File: config.mk
export PLATFORM = sky130hd
export DESIGN_NAME = spi_controller
export DESIGN_NICKNAME = d
export VERILOG_FILES = /design/src/rtl/spi_controller.sv
export SDC_FILE = /design/constraint.sdc
export NUM_CORES = 1
export LEC_CHECK = 0
export CORE_ASPECT_RATIO = 0.75
export CORE_MARGIN = 10
export CORE_UTILIZATION = 45
export CTS_CLUSTER_SIZE = 12
export DETAILED_ROUTE_END_ITERATION = 8
export GPL_TIMING_DRIVEN = 0
export PLACE_DENSITY = 0.67
export RECOVER_POWER = 25
export SYNTH_ARGS = -nofsm -noshare
export SYNTH_HDL_FRONTEND = slang
export SYNTH_SLANG_ARGS = --single-unit
File: constraint.sdc
create_clock -name clk -period 4.96 [get_ports clk]
set_clock_uncertainty 0.2 [all_clocks]
set_input_delay 1.24 -clock clk [delete_from_list [all_inputs] [get_ports clk]]
set_output_delay 1.24 -clock clk [all_outputs]
set_load 0.02 [all_outputs]
File: src/rtl/spi_controller.sv
// rtl/spi_controller.sv - SPI mode-0 initiator sending one FRAME_BITS frame per handshake
// MSB first; cipo is captured into rx_data and presented with a one-cycle rx_valid at frame end.
module spi_controller #(
  parameter int CLK_DIV    = 4,
  parameter int FRAME_BITS = 16,
  parameter int CS_SETUP   = 2,
  parameter int CS_HOLD    = 2,
  parameter int CS_GAP     = 4
) (
  input  logic                  clk,
  input  logic                  rst_n,
  input  logic                  tx_valid,
  output logic                  tx_ready,
  input  logic [FRAME_BITS-1:0] tx_data,
  output logic [FRAME_BITS-1:0] rx_data,
  output logic                  rx_valid,
  output logic                  busy,
  output logic                  ncs,
  output logic                  sclk,
  output logic                  copi,
  input  logic                  cipo
);

  localparam int CS_MAX = (CS_SETUP > CS_HOLD) ? ((CS_SETUP > CS_GAP) ? CS_SETUP : CS_GAP)
                                               : ((CS_HOLD > CS_GAP) ? CS_HOLD : CS_GAP);
  localparam int PH_W  = (CS_MAX > 1) ? $clog2(CS_MAX) : 1;
  localparam int DIV_W = $clog2(CLK_DIV);
  localparam int BIT_W = $clog2(FRAME_BITS);

  localparam logic [PH_W-1:0]  SETUP_LAST = PH_W'(CS_SETUP - 1);
  localparam logic [PH_W-1:0]  HOLD_LAST  = PH_W'(CS_HOLD - 1);
  localparam logic [PH_W-1:0]  GAP_LAST   = PH_W'(CS_GAP - 1);
  localparam logic [DIV_W-1:0] DIV_LAST   = DIV_W'(CLK_DIV - 1);
  localparam logic [BIT_W-1:0] BIT_LAST   = BIT_W'(FRAME_BITS - 1);

  typedef enum logic [2:0] {
    IDLE,
    SETUP,
    SHIFT,
    HOLD,
    GAP
  } state_t;

  state_t state, state_next;

  logic [PH_W-1:0]       ph_cnt;
  logic [DIV_W-1:0]      div_cnt;
  logic [BIT_W-1:0]      bit_cnt;
  logic [FRAME_BITS-1:0] tx_shift;
  logic [FRAME_BITS-1:0] rx_shift;
  logic                  div_tc;
  logic                  last_fall;

  assign div_tc    = (div_cnt == DIV_LAST);
  assign last_fall = div_tc && sclk && (bit_cnt == BIT_LAST);

  always_ff @(posedge clk or negedge rst_n) begin
    if (!rst_n) begin
      state <= IDLE;
    end else begin
      state <= state_next;
    end
  end

  always_comb begin
    state_next = state;
    case (state)
      IDLE:    if (tx_valid && tx_ready)   state_next = SETUP;
      SETUP:   if (ph_cnt == SETUP_LAST)   state_next = SHIFT;
      SHIFT:   if (last_fall)              state_next = HOLD;
      HOLD:    if (ph_cnt == HOLD_LAST)    state_next = GAP;
      GAP:     if (ph_cnt == GAP_LAST)     state_next = IDLE;
      default:                             state_next = IDLE;
    endcase
  end

  always_ff @(posedge clk or negedge rst_n) begin
    if (!rst_n) begin
      tx_ready <= 1'b0;
      busy     <= 1'b0;
      rx_valid <= 1'b0;
      rx_data  <= '0;
      ncs      <= 1'b1;
      sclk     <= 1'b0;
      copi     <= 1'b0;
      ph_cnt   <= '0;
      div_cnt  <= '0;
      bit_cnt  <= '0;
      tx_shift <= '0;
      rx_shift <= '0;
    end else begin
      rx_valid <= 1'b0;
      tx_ready <= (state_next == IDLE);
      busy     <= (state_next != IDLE);

      if (state_next != state) begin
        ph_cnt <= '0;
      end else if (state == SETUP || state == HOLD || state == GAP) begin
        ph_cnt <= ph_cnt + PH_W'(1);
      end

      case (state)
        IDLE: begin
          if (state_next == SETUP) begin
            // copi carries the MSB from here on; tx_shift keeps the bits still to come.
            copi     <= tx_data[FRAME_BITS-1];
            tx_shift <= {tx_data[FRAME_BITS-2:0], 1'b0};
            ncs      <= 1'b0;
            rx_shift <= '0;
            bit_cnt  <= '0;
            div_cnt  <= '0;
          end
        end
        SHIFT: begin
          if (div_tc) begin
            div_cnt <= '0;
            sclk    <= ~sclk;
            if (!sclk) begin
              rx_shift <= {rx_shift[FRAME_BITS-2:0], cipo};
            end else if (!last_fall) begin
              bit_cnt  <= bit_cnt + BIT_W'(1);
              copi     <= tx_shift[FRAME_BITS-1];
              tx_shift <= {tx_shift[FRAME_BITS-2:0], 1'b0};
            end
          end else begin
            div_cnt <= div_cnt + DIV_W'(1);
          end
        end
        HOLD: begin
          if (state_next == GAP) begin
            ncs      <= 1'b1;
            copi     <= 1'b0;
            rx_data  <= rx_shift;
            rx_valid <= 1'b1;
          end
        end
        default: begin
        end
      endcase
    end
  end

endmodule

==> results.cfg <==
[status]
outcome = finished clean

[yosys]
synth.avg_cell_area_um2 = 10.7
synth_most_common_cell = dfrtp_1
syn_nets = 303
synth_top_area_share_pct = 53.0
synth-simple-area-share_pct = 12.3
synth_top_area_cell = dfrtp_1
synth_seq_cells = 64
ys_types = 41
synthMuxAreaShare_pct = 6.44
synth_top_family_by_area = compound AO/OA/AOI/OAI gates
seq_area_frac_synth_pct = 53.9
netlist_top_cells_count = dfrtp_1, nand2_1, inv_1, o21ai_0, mux2_2
synth_flop_cell = dfrtp_1
synthAdderAreaFrac_pct = 1.68
synth_edf_count = 0
synthCells = 279
ys_warn_count = 0
synthesis.area_um2 = 2970
async_flop_share_pct = 100
synth-compound-area-share_pct = 18.1
ys_top_cells_by_area = dfrtp_1, mux2_2, a31oi_1
synth_xor_area_share_pct = 1.47

[worst_setup_path]
critical_path.cell_chain = clkdlybuf4s50_1 > nand3b_1 > o21ai_1 > buf_2 > a31oi_1 > o21ai_0
setup.worst_path.start_class = input pin
slowest_delay_ps = 490
reg2reg_depth = 6
critPathSlowestCell = clkdlybuf4s50_1
cp.required_ps = 5010
cp-end-kind = flip-flop
cp_max_fo = 10
cp_data_arrival_time_ps = 3000
critPathKind = in2reg

[layout]
diodes = 0
drive_gt1_share_pct = 19.0
nNetsFinal = 355
syn_to_final_growth_pct = 23.8
fill_cells = 541

[clock_tree]
cts_tree = built
clk_pin_slew_ps = 70
clock_latency_ps = 330
clock-root-buffer = clkbuf_8
postCtsSetupBuffers = 0
cts_resized = 0
cts_buffers = 9
clock_path_buffers = 2
ctsHoldBuffers = 0
htreeDepth = 3
cts_num_sinks = 64

[placed_design]
dp_hpwl_mm = 4.28
place_congestion = 0.768
portBuffers = 41

[global_routing]
grt_pass1_wl_mm = 11.1
grtUsageTotal_pct = 13.0
overflow = 0
antenna_found_initial = 0
grt_max_degree = 65
grt_pass1_vias = 2227

[timing]
fmax_mhz = 338
finalSetupTns_ps = 0
hold_violations = 0
period_share_pct = 59.6
hold_slack_ps = 272
period_minus_slack_ps = 2950
drv_slew = 0
setup_viol = 0
tightest_slew_ps = 797
rsz0062_at_grt = false
slew_headroom_pct = 46.9

[power_and_ir_drop]
seqPwrFrac_pct = 40.0
ir_worst_vdd_mv = 0.206
p_leak_nw = 1.66
pwr_density_cell_nw_per_um2 = 501
pwr-share-comb_pct = 35.3
p_clk_share_pct = 24.7
swShare_pct = 35.7
switching_power_mw = 0.659
internal_power_mw = 1.19

[routing]
dr.first_iter.drc_count = 152
routedWlPerCell_um = 15.1
vias_per_cell = 5.28
dr.pass1.iters = 4
vias = 2200
routed_wl_mm = 6.31
route.detailed.drc = 0
antenna_left = 0

[die]
row_count = 25
start_util_pct = 46.8
die_area_um2 = 10300
fp.dieW_um = 114
ios = 42
core_um2 = 6350
die_y_um = 90.4

[flow_run]
drv_cap = 0

[hold_path]
hold_class = reg2reg
hold_path_depth = 2
## metal layers
layer	track usage (%)	part of all wire [%]
met1	18.2	50
met2	17.5	43
met5	0	0
met4	4.38	1.1
met3	5.25	6.6
## power by group through the flow
stage                     sequential, mW  clock, mW  combinational (mW)
final                              0.739      0.455               0.651
after CTS                          0.738      0.468               0.656
after detailed placement           0.747          0               0.651
after floorplan                    0.763          0               0.432
after global placement             0.744          0               0.640
after global routing               0.756      0.491               0.741
## critical path, delay by kind of cell
kind / cells / cell delay [ps]
buf+inv: 2 / 810
compound gates: 3 / 750
simple gates: 1 / 200
## per-stage QoR
step	power [mW]	util, %	cell area (um2)	std cells	worst slack (ps)
floorplan	1.20	-	2970	279	2420
global placement	1.38	54.9	3480	401	248
detailed placement	1.40	54.8	3480	401	1700
CTS	1.86	58.0	3680	417	2020
global route	1.99	58.0	3680	417	1850
finish	1.84	58.0	3680	417	2010
## sequential cells by signal (all words and copies together), names as in the netlist
name / cells
tx_ready: 1
rx_valid: 1
busy: 1
rx_data: 16
state: 3
sclk: 1
ph_cnt: 2
div_cnt: 2
bit_cnt: 4
rx_shift: 16
ncs: 1
copi: 1
tx_shift: 15
## path summary, 6_finish.rpt
kind                                from      endpoint  slack (ps)
worst max-delay path            tx_valid  rx_shift[10]        2010
worst max register to register  state[0]  rx_shift[10]        2810
max in group asynchronous          rst_n  tx_shift[12]        3250
worst min-delay path                 ncs           ncs         270
worst min register to register       ncs           ncs         270
min in group asynchronous          rst_n   tx_shift[5]         790
## area by class of cell
cell class / instances / area, um2 / area share, %
buffer: 17 / 97.6 / 2.65
tap: 81 / 101 / 2.75
clock inverter: 3 / 40.0 / 1.09
multi-input combinational: 176 / 1190 / 32.3
inverter: 22 / 82.6 / 2.24
timing repair buffer: 41 / 408 / 11.1
clock buffer: 13 / 159 / 4.32
sequential: 64 / 1600 / 43.5
## kinds of logic (layout without fill, tap and decap cells)
group | Yosys count | in the layout
AOI/OAI and AO/OA | 80 | 80
xor gates and xnor gates | 5 | 5
adders and majority gates | 4 | 4
buffers and inverters | 39 | 96
DFF | 64 | 64
muxes | 17 | 17
and+or+nand+nor | 70 | 70
## cells in the final DEF (no fill, tap or decap), types with 3 or more instances in the layout
master,n
dfrtp_1,63
clkdlybuf4s50_1,40
nand2_1,25
inv_1,22
o21ai_0,20
mux2_2,17
nor2b_1,16
a31oi_1,16
clkbuf_8,11
a21oi_2,10
clkbuf_1,9
o22ai_1,9
a21oi_1,8
buf_2,6
nor2_1,6
nand3_1,5
o22ai_2,5
or2_2,4
ha_1,4
xnor2_1,3
o21ai_1,3
buf_6,3
Note: power is estimated with default switching activity, not from simulation.
